[src/rtl/if_fetch_ctrl_if.sv]
// Fetch-side signal bundle for if_fetch_ctrl.
// Covers the instruction ROM port, pipeline control from later stages,
// the IF/ID register outputs and the debug ROM-read handshake.
// The master modport is the fetch controller; slave is everything around it.
interface if_fetch_ctrl_if #(
  parameter int unsigned ADDR_W = 6
);

  // Instruction ROM port (combinational read)
  logic [ADDR_W-1:0] rom_addr;
  logic [31:0]       rom_dout;

  // Pipeline control from hazard unit / EX stage
  logic              stall;
  logic              redirect;
  logic [31:0]       redirect_pc;

  // Fetch state and IF/ID register
  logic [31:0]       pc;
  logic [31:0]       if_id_pc;
  logic [31:0]       if_id_instr;
  logic              if_id_valid;
  logic              halted;

  // Debug ROM read handshake
  logic              dbg_req;
  logic [ADDR_W-1:0] dbg_addr;
  logic              dbg_ack;
  logic [31:0]       dbg_data;

  modport master (
    output rom_addr,
    input  rom_dout,
    input  stall,
    input  redirect,
    input  redirect_pc,
    output pc,
    output if_id_pc,
    output if_id_instr,
    output if_id_valid,
    output halted,
    input  dbg_req,
    input  dbg_addr,
    output dbg_ack,
    output dbg_data
  );

  modport slave (
    input  rom_addr,
    output rom_dout,
    output stall,
    output redirect,
    output redirect_pc,
    input  pc,
    input  if_id_pc,
    input  if_id_instr,
    input  if_id_valid,
    input  halted,
    output dbg_req,
    output dbg_addr,
    input  dbg_ack,
    input  dbg_data
  );

endinterface

[src/rtl/if_fetch_ctrl.sv]
// Instruction-fetch sequencer for the pipelined RV32I core.
// Owns the PC, drives the instruction ROM address, loads the IF/ID register
// and applies redirect/stall from later stages. A jal-to-self fetch parks the
// sequencer in HALT. The single ROM read port is lent to a debug requester
// only in cycles where fetch does not need it (HALT, or a plain stall).
module if_fetch_ctrl #(
  parameter int unsigned ADDR_W      = 6,
  parameter logic [31:0] RESET_PC    = 32'h0000_0000,
  parameter bit          HALT_DETECT = 1'b1
) (
  input  logic            clk,
  input  logic            rst_n,
  if_fetch_ctrl_if.master bus
);

  typedef enum logic [0:0] {
    StRun,
    StHalt
  } state_e;

  state_e      state_q;
  logic [31:0] pc_q;
  logic [31:0] if_id_pc_q;
  logic [31:0] if_id_instr_q;
  logic        if_id_valid_q;
  logic        dbg_ack_q;
  logic [31:0] dbg_data_q;

  logic        dbg_gnt;
  logic        halt_cond;
  logic        same_word;
  logic [31:0] pc_target;

  // Debug read gets the ROM only when fetch is idle this cycle; a pending ack
  // blocks a second grant so each request yields exactly one pulse.
  always_comb begin
    dbg_gnt = bus.dbg_req & ~dbg_ack_q &
              ((state_q == StHalt) | (bus.stall & ~bus.redirect));
  end

  // ROM address mux: debug address in granted cycles, else the fetch word.
  always_comb begin
    if (dbg_gnt) begin
      bus.rom_addr = bus.dbg_addr;
    end else begin
      bus.rom_addr = pc_q[ADDR_W+1:2];
    end
  end

  // Halt idiom decode (jal x?, 0) and redirect target handling.
  always_comb begin
    halt_cond = HALT_DETECT && (bus.rom_dout[6:0] == 7'h6F) &&
                (bus.rom_dout[31:12] == 20'h0_0000);
    pc_target = {bus.redirect_pc[31:2], 2'b00};
    same_word = (bus.redirect_pc[31:2] == pc_q[31:2]);
  end

  // Sequencer state, PC, IF/ID register and debug response.
  always_ff @(posedge clk or negedge rst_n) begin
    if (!rst_n) begin
      state_q       <= StRun;
      pc_q          <= RESET_PC;
      if_id_pc_q    <= 32'h0;
      if_id_instr_q <= 32'h0;
      if_id_valid_q <= 1'b0;
      dbg_ack_q     <= 1'b0;
      dbg_data_q    <= 32'h0;
    end else begin
      // Debug completion runs independently of the fetch priority chain.
      dbg_ack_q <= dbg_gnt;
      if (dbg_gnt) begin
        dbg_data_q <= bus.rom_dout;
      end

      if (bus.redirect) begin
        // Redirect overrides stall and beats a same-cycle halt fetch.
        pc_q          <= pc_target;
        if_id_pc_q    <= 32'h0;
        if_id_instr_q <= 32'h0;
        if_id_valid_q <= 1'b0;
        if (state_q == StHalt && !same_word) begin
          state_q <= StRun;
        end
      end else if (bus.stall) begin
        // Hold everything.
      end else if (state_q == StRun) begin
        if_id_pc_q    <= pc_q;
        if_id_instr_q <= bus.rom_dout;
        if_id_valid_q <= 1'b1;
        if (halt_cond) begin
          // The jal still enters IF/ID; PC stays on it.
          state_q <= StHalt;
        end else begin
          pc_q <= pc_q + 32'd4;
        end
      end else begin
        // Parked: feed bubbles downstream.
        if_id_instr_q <= 32'h0;
        if_id_valid_q <= 1'b0;
      end
    end
  end

  // Registered outputs.
  always_comb begin
    bus.pc          = pc_q;
    bus.if_id_pc    = if_id_pc_q;
    bus.if_id_instr = if_id_instr_q;
    bus.if_id_valid = if_id_valid_q;
    bus.halted      = (state_q == StHalt);
    bus.dbg_ack     = dbg_ack_q;
    bus.dbg_data    = dbg_data_q;
  end

  // Low redirect bits are ignored by design.
  logic unused_redirect_lsb;
  assign unused_redirect_lsb = ^bus.redirect_pc[1:0];

endmodule

[src/flat_wrapper.sv]
// flat-port wrapper written by rule: the top's interface ports become plain ports
module if_fetch_ctrl_flat 
#(
  parameter int unsigned ADDR_W      = 6,
  parameter logic [31:0] RESET_PC    = 32'h0000_0000,
  parameter bit          HALT_DETECT = 1'b1
)
  (clk, rst_n, bus_rom_addr, bus_rom_dout, bus_stall, bus_redirect, bus_redirect_pc, bus_pc, bus_if_id_pc, bus_if_id_instr, bus_if_id_valid, bus_halted, bus_dbg_req, bus_dbg_addr, bus_dbg_ack, bus_dbg_data);
  if_fetch_ctrl_if #(.ADDR_W(ADDR_W)) bus_i ();
  input  logic clk;
  input  logic rst_n;
  output wire logic [$bits(bus_i.rom_addr)-1:0] bus_rom_addr;
  input wire logic [$bits(bus_i.rom_dout)-1:0] bus_rom_dout;
  input wire logic [$bits(bus_i.stall)-1:0] bus_stall;
  input wire logic [$bits(bus_i.redirect)-1:0] bus_redirect;
  input wire logic [$bits(bus_i.redirect_pc)-1:0] bus_redirect_pc;
  output wire logic [$bits(bus_i.pc)-1:0] bus_pc;
  output wire logic [$bits(bus_i.if_id_pc)-1:0] bus_if_id_pc;
  output wire logic [$bits(bus_i.if_id_instr)-1:0] bus_if_id_instr;
  output wire logic [$bits(bus_i.if_id_valid)-1:0] bus_if_id_valid;
  output wire logic [$bits(bus_i.halted)-1:0] bus_halted;
  input wire logic [$bits(bus_i.dbg_req)-1:0] bus_dbg_req;
  input wire logic [$bits(bus_i.dbg_addr)-1:0] bus_dbg_addr;
  output wire logic [$bits(bus_i.dbg_ack)-1:0] bus_dbg_ack;
  output wire logic [$bits(bus_i.dbg_data)-1:0] bus_dbg_data;
  assign bus_rom_addr = bus_i.rom_addr;
  assign bus_i.rom_dout = bus_rom_dout;
  assign bus_i.stall = bus_stall;
  assign bus_i.redirect = bus_redirect;
  assign bus_i.redirect_pc = bus_redirect_pc;
  assign bus_pc = bus_i.pc;
  assign bus_if_id_pc = bus_i.if_id_pc;
  assign bus_if_id_instr = bus_i.if_id_instr;
  assign bus_if_id_valid = bus_i.if_id_valid;
  assign bus_halted = bus_i.halted;
  assign bus_i.dbg_req = bus_dbg_req;
  assign bus_i.dbg_addr = bus_dbg_addr;
  assign bus_dbg_ack = bus_i.dbg_ack;
  assign bus_dbg_data = bus_i.dbg_data;
  if_fetch_ctrl #(.ADDR_W(ADDR_W), .RESET_PC(RESET_PC), .HALT_DETECT(HALT_DETECT)) u_core (.clk(clk), .rst_n(rst_n), .bus(bus_i));
endmodule
[config.mk]
export PLATFORM = sky130hd
export DESIGN_NAME = if_fetch_ctrl_flat
export DESIGN_NICKNAME = d
export VERILOG_FILES = /design/src/rtl/if_fetch_ctrl_if.sv /design/src/rtl/if_fetch_ctrl.sv /design/src/flat_wrapper.sv
export SDC_FILE = /design/constraint.sdc
export NUM_CORES = 1
export LEC_CHECK = 0
export BUFFER_PORTS_ARGS = -buffer_cell sky130_fd_sc_hd__clkbuf_2
export CAP_MARGIN = 30
export CORE_UTILIZATION = 25
export DETAILED_ROUTE_END_ITERATION = 10
export PLACE_DENSITY = 0.52
export RECOVER_POWER = 100
export SLEW_MARGIN = 25
export SYNTH_ARGS = -nofsm -noshare
export SYNTH_HDL_FRONTEND = slang
export SYNTH_SLANG_ARGS = --single-unit
[constraint.sdc]
create_clock -name clk -period 2.2 [get_ports clk]
set_input_delay 0.44 -clock clk [delete_from_list [all_inputs] [get_ports clk]]
set_output_delay 0.44 -clock clk [all_outputs]
set_load 0.01 [all_outputs]
==> results by group, run 1 <==
Place
  • Gpl congestion: 0.772
  • Post-DP HPWL: 15100 um
  • # placed instances: 1175
  • PortBufs: 207
  • Placed inst area: 7740 sq um

Finish
  • Nets: 958
  • Finished Layout Cells: 1215
  • Finished Cell Area: 8400 sq um
  • Area Overhead vs Synth: 39.3%
  • Layout cell share with drive strength beyond 1: 34.5%

Hold path
  • HP Class: input port to register

Logic synthesis
  • Synth Warn #: 0
  • Syn_area_per_cell: 9.37 sq um
  • Synth Register Bits: 128
  • Synth area leader: dfrtp_1
  • Most numerous cell in the Yosys netlist: nand2_1
  • Netlist cell types: 46
  • Yosys top cell area share: 53.1%
  • Synth area leaders: dfrtp_1, nand2_1, a22o_1, xnor2_1, a21oi_1
  • Post-synth EDFFs: 0
  • Post-synthesis sequential area ratio: 53.1%
  • Ys async rst share: 100%
  • Synth Instances: 644
  • Post-synth top flop: dfrtp_1
  • Post-synthesis cell area: 6030 sq um
  • Top cells by count, synth: nand2_1, dfrtp_1, clkbuf_1, a22o_1, a21oi_1

GRT
  • First-pass GRT wire length: 32000 um
  • Pin count of the biggest net entering global routing: 75
  • Vias in the first global route: 5537
  • Overflow after GRT: 0
  • Number of antenna violations at the first check in global routing: 0
  • All-Layer GR Usage: 17.3%

Route
  • WL per Instance: 17.5 um
  • DR vias: 5751
  • Drt total wl: 21200 um
  • Post-route DRC: 0
  • DRT antenna net count: 0
  • DRT iter0 DRCs: 299
  • Vias per Instance: 4.73
  • DR pass1 iterations: 4

Timing
  • RSZ-0062 raised after global routing: true
  • Number of setup violations in the final report: 0
  • Slew @ Worst Pin: 1.05 ns
  • Final hold viol count: 0
  • Period utilization: 98.0%
  • Fin. max-slew vios: 0
  • Fin crit period: 2.16 ns
  • Setup Skew: 0.00967 ns
  • Max_slew headroom: 29.9%
  • Fmax: 464 MHz
  • Worst hold margin: 0.231 ns

Critical path
  • Type of origin of the critical path: register
  • Worst EP required: 1.76 ns
  • Kind of critical path: register to output pin
  • Critical path capture point type: output pin
  • Crit path largest cell delay: 0.38 ns
  • Critical path, cell by cell: buf_6 > o21ai_4 > clkinvlp_4 > nand2_2 > nand2_2 > buf_6
  • Crit Path Max Fanout: 5
  • Arrival @ worst endpoint: 1.72 ns
  • Worst path slowest cell: dfrtp_1

Floorplan
  • IO Count: 212
  • Chip height: 157 um
  • Initial Util: 25.6%
  • Chip width: 157 um
  • Die area: 24800 sq um
  • Core area: 23500 sq um
  • Rows: 56

Status
  • Status: finished, final reports clean

Clocking
  • CTS buffer count: 17
  • CTS tree: yes
  • Clock Sinks: 128
  • H-Tree Depth: 4
  • CTS clk-pin slew, worst paths: 0.06 ns
  • Worst skew pair latency: 0.42 ns
  • Root Buffer: clkbuf_16
  • Longest Clk Path Bufs: 2

Power
  • Worst IR Drop VDD: 0.000474 V
  • Power per cell area: 826 nW/um^2
  • Leakage power: 4.14 nW
  • Overall power: 6.94 mW

Flow run
  • Max Cap Viol: 0
cell usage in the layout, fill, tap and decap left out, drive strengths merged, types with 11 or more instances in the layout:
cell type / n
dfrtp: 128
buf: 58
nand3: 14
xor2: 17
o21ai: 20
clkbuf: 225
nand2: 201
or4: 12
nor2: 14
nor4: 11
a22o: 32
xnor2: 24
nand4: 15
a21oi: 31
metal layers:
metal	global-route usage, %	up-vias	wire, um
met5	0	-	0
met4	5.13	0	238
met3	4.74	18	1540
met2	27.5	219	9720
met1	22.8	2788	9710
li1	-	2726	-
through the flow:
stage | setup TNS, ns | worst slack [ns] | util (%)
CTS | 0 | 0.00208 | 35.7
finish | 0 | 0.0433 | 35.7
floorplan | 0 | 0.0666 | -
global route | -1.78 | -0.0534 | 35.7
detailed placement | 0 | 0.00738 | 32.9
global placement | 0 | 0.0741 | 32.9
where the power goes:
group | switching, mW | internal (mW) | total (mW)
logic | 0.756 | 0.516 | 1.27
clock network | 1.15 | 1.79 | 2.94
registers | 0.144 | 2.58 | 2.73
total | 2.05 | 4.89 | 6.94
registers in the layout, indices dropped and copies added, names as in the netlist:
register and flops:
u_core.bus.dbg_data 32, u_core.bus.if_id_instr 32, u_core.bus.if_id_pc 31, u_core.bus.pc 30, u_core.bus.dbg_ack 1, u_core.bus.halted 1
u_core.bus.if_id_valid 1
what timing repair did:
item                                   4_1_cts  5_1_grt
hold buffers                                 1        0
resized for setup                            4        7
setup endpoints to repair                    6        6
endpoints found under the hold margin       36        0
gates cloned                                 1        0
pin swaps                                    2        6
setup buffers                                3        2
worst max-delay path, delay by kind of cell (launching register included):
kind,cells,cell delay (ns)
buffers and inverters,3,0.48
flip-flops,1,0.38
AO/OA/AOI/OAI,1,0.25
AND/OR/NAND/NOR,2,0.19
area by class of cell:
cell class / instances / area [sq um]
diodes: 1 / 2.50
repair buffers: 265 / 1540
fillers: 2472 / 15100
multi-input cells: 465 / 2640
clock buffers: 19 / 433
well taps: 319 / 399
inverters: 4 / 18.8
clock inverters: 13 / 163
flip-flops and latches: 128 / 3200
repair inverters: 1 / 7.51
cell families after synthesis:
logic type,after synthesis,share of synthesized area [%]
adder cells (fa/ha/maj),1,0.207
AO/OA/AOI/OAI,117,13.2
flip-flops,128,53.1
multiplexers,4,0.685
XOR/XNOR,41,5.95
AND/OR/NAND/NOR,300,23.0
other,1,0.0622
buffers and inverters,52,3.80
final timing paths:
check                                       start  slack [ns]  cells after the start                 endpoint
max in group asynchronous                   rst_n        0.23                      3  u_core.bus.if_id_pc[29]
max                             u_core.bus.halted        0.04                      6          bus_rom_addr[0]
max reg2reg                     u_core.bus.halted        0.22                      7        u_core.bus.pc[16]
min                               bus_rom_dout[8]        0.23                      3   u_core.bus.dbg_data[8]
min reg2reg                u_core.bus.dbg_data[9]        0.47                      2   u_core.bus.dbg_data[9]
min in group asynchronous                   rst_n        0.75                      2  u_core.bus.if_id_pc[15]
No activity file was read; power rests on OpenSTA's default activity.
==> run 2: changes to the inputs <==
--- a/config.mk
+++ b/config.mk
@@ -9,8 +9,8 @@
 export CAP_MARGIN = 30
 export CORE_UTILIZATION = 25
 export DETAILED_ROUTE_END_ITERATION = 10
+export GPL_ROUTABILITY_DRIVEN = 0
 export PLACE_DENSITY = 0.52
-export RECOVER_POWER = 100
 export SLEW_MARGIN = 25
 export SYNTH_ARGS = -nofsm -noshare
 export SYNTH_HDL_FRONTEND = slang
==> constraint.sdc (replaced) <==
create_clock -name clk -period 2.2 [get_ports clk]
set_input_delay 0.66 -clock clk [delete_from_list [all_inputs] [get_ports clk]]
set_output_delay 0.66 -clock clk [all_outputs]
set_load 0.01 [all_outputs]
==> run 2 against run 1 <==
Register-to-register slack got worse by 0.09 ns. Setup slack worse by 0.043 ns. Global-route usage increased by 0.20 points. Critical endpoint is now bus_rom_addr[2]. Largest power group unchanged.
==> results by group, run 2 (synthesis gave the netlist of run 1 again) <==
Critical path
  • Reg-to-Reg End: u_core.bus.pc[26]
  • R2R depth: 7
  • Arrival @ worst endpoint: 1.54 ns
  • Critical path capture point type: output pin
  • R2R setup slack: 0.13 ns
  • Type of origin of the critical path: input port
  • Crit Path Max Fanout: 5
  • Reg-to-Reg Start: u_core.bus.pc[3]
  • Worst EP required: 1.54 ns
  • Kind of critical path: input port to output pin

Timing
  • Max_slew headroom: 60.3%
  • Worst hold margin: 0.184 ns
  • Fin crit period: 2.20 ns
  • Number of setup violations in the final report: 0
  • Slew @ Worst Pin: 0.596 ns
  • Setup Skew: 0.00641 ns
  • Fin. max-slew vios: 0
  • Fmax: 455 MHz
  • Final hold viol count: 0
  • Period utilization: 100%
  • RSZ-0062 raised after global routing: true

Route
  • DR vias: 5799
  • DR pass1 iterations: 5
  • Drt total wl: 21100 um
  • DRT antenna net count: 0
  • Vias per Instance: 4.65
  • WL per Instance: 16.9 um
  • DRT iter0 DRCs: 335
  • Post-route DRC: 0

Power
  • Sw frac: 30.7%
  • P_sw: 2.11 mW
  • Leakage power: 4.30 nW
  • Worst IR Drop VDD: 0.000491 V
  • Clock share of power: 41.2%
  • Seq pwr share: 39.9%
  • Pint: 4.76 mW
  • Power per cell area: 794 nW/um^2
  • Comb power frac: 19.0%

Floorplan
  • Die area: 24800 sq um
  • IO Count: 212
  • Chip width: 157 um
  • Initial Util: 25.6%
  • Core area: 23500 sq um
  • Chip height: 157 um
  • Rows: 56

Finish
  • Layout cell share with drive strength beyond 1: 38.3%
  • Most frequent cells in the layout: clkbuf_2, nand2_1, dfrtp_1, buf_4, a22o_1
  • Antenna diodes: 0
  • Nets: 992
  • Commonest non-fill, non-tap cell in the layout: clkbuf_2
  • Area Overhead vs Synth: 43.3%
  • Finished Cell Area: 8650 sq um
  • Finished Layout Cells: 1248

GRT
  • Number of antenna violations at the first check in global routing: 0
  • Pin count of the biggest net entering global routing: 58
  • All-Layer GR Usage: 17.5%
  • Vias in the first global route: 5573
  • First-pass GRT wire length: 32400 um
  • Overflow after GRT: 0

Place
  • Placed inst area: 8030 sq um
  • # placed instances: 1215
  • Post-DP HPWL: 15600 um
  • PortBufs: 207

Clocking
  • Root Buffer: clkbuf_16
  • Longest Clk Path Bufs: 2
  • Clock Sinks: 128
  • CTS clk-pin slew, worst paths: 0.06 ns
  • CTS buffer count: 17
  • CTS tree: yes
  • H-Tree Depth: 4
  • Worst skew pair latency: 0.42 ns

Flow run
  • Max Cap Viol: 0

Status
  • Status: finished, final reports clean

Hold path
  • HP Class: input port to async pin
run 2: cell types whose count changed in the layout (fill, tap and decap cells not counted), sizes merged:
cell | before | now
bufinv | 3 | 1
clkinvlp | 5 | 2
inv | 4 | 10
diode | 1 | 0
clkbuf | 225 | 224
buf | 58 | 94
dlygate4sd3 | 1 | 0
clkinv | 6 | 5
run 2: how the worst max path moves through the flow:
stage	start	to	slack [ns]
final	bus_stall	bus_rom_addr[2]	0.0007
after global routing	u_core.bus.dbg_ack	bus_rom_addr[2]	-0.09
after CTS	u_core.bus.dbg_ack	bus_rom_addr[5]	-0.03
after detailed placement	bus_rom_dout[28]	u_core.bus.pc[20]	-0.19
after global placement	bus_rom_dout[29]	u_core.bus.pc[22]	-0.21
after floorplan	bus_stall	bus_rom_addr[0]	-0.002
run 2: per-stage QoR:
stage               total power [mW]   TNS, ns  setup slack (ns)  util, %
global route                    7.23    -0.481           -0.0929     36.7
detailed placement              4.09     -3.49            -0.186     34.1
finish                          6.86         0          0.000666     36.7
CTS                             6.99    -0.140           -0.0252     36.7
floorplan                       3.37  -0.00476          -0.00232        -
global placement                4.08     -3.73            -0.211     34.1
run 2: final cells by class:
class | instances | area (sq um)
fill | 2455 | 14900
sequential | 128 | 3200
clock buffer | 18 | 439
clock inverter | 14 | 146
multi-input combinational | 465 | 2670
timing repair buffer | 300 | 1770
tap | 319 | 399
inverter | 4 | 17.5
run 2: metal layers:
metal	vias to the layer above	track usage, %	wire length, um	part of all wire [%]
met1	2786	22.6	9440	45
met3	8	5.23	1530	7.2
li1	2795	-	-	-
met4	0	3.37	115	0.54
met2	210	28.8	10000	48
met5	-	0	0	0
run 2: power groups by stage:
stage	Sequential, mW	Clock (mW)	Combinational [mW]
2_1_floorplan	2.89	0	0.474
3_3_place_gp	2.78	0	1.30
3_5_place_dp	2.78	0	1.31
4_1_cts	2.74	2.92	1.32
5_1_grt	2.77	3.02	1.44
6_report	2.74	2.83	1.30
run 2: critical path, stage by stage:
cell	delay [ns]
clkbuf_2	0.10
nor2b_4	0.14
o21ai_4	0.21
buf_6	0.18
nand2_1	0.07
nand2_2	0.06
clkbuf_2	0.12
run 2: timing repair:
item                       4_1_cts  5_1_grt
pin swaps                       10        0
cloned                           1        0
resized for setup               14        1
hold buffers                     0        0
hold endpoints to repair         0        0
setup endpoints to repair        6        8
setup buffers                    2        0
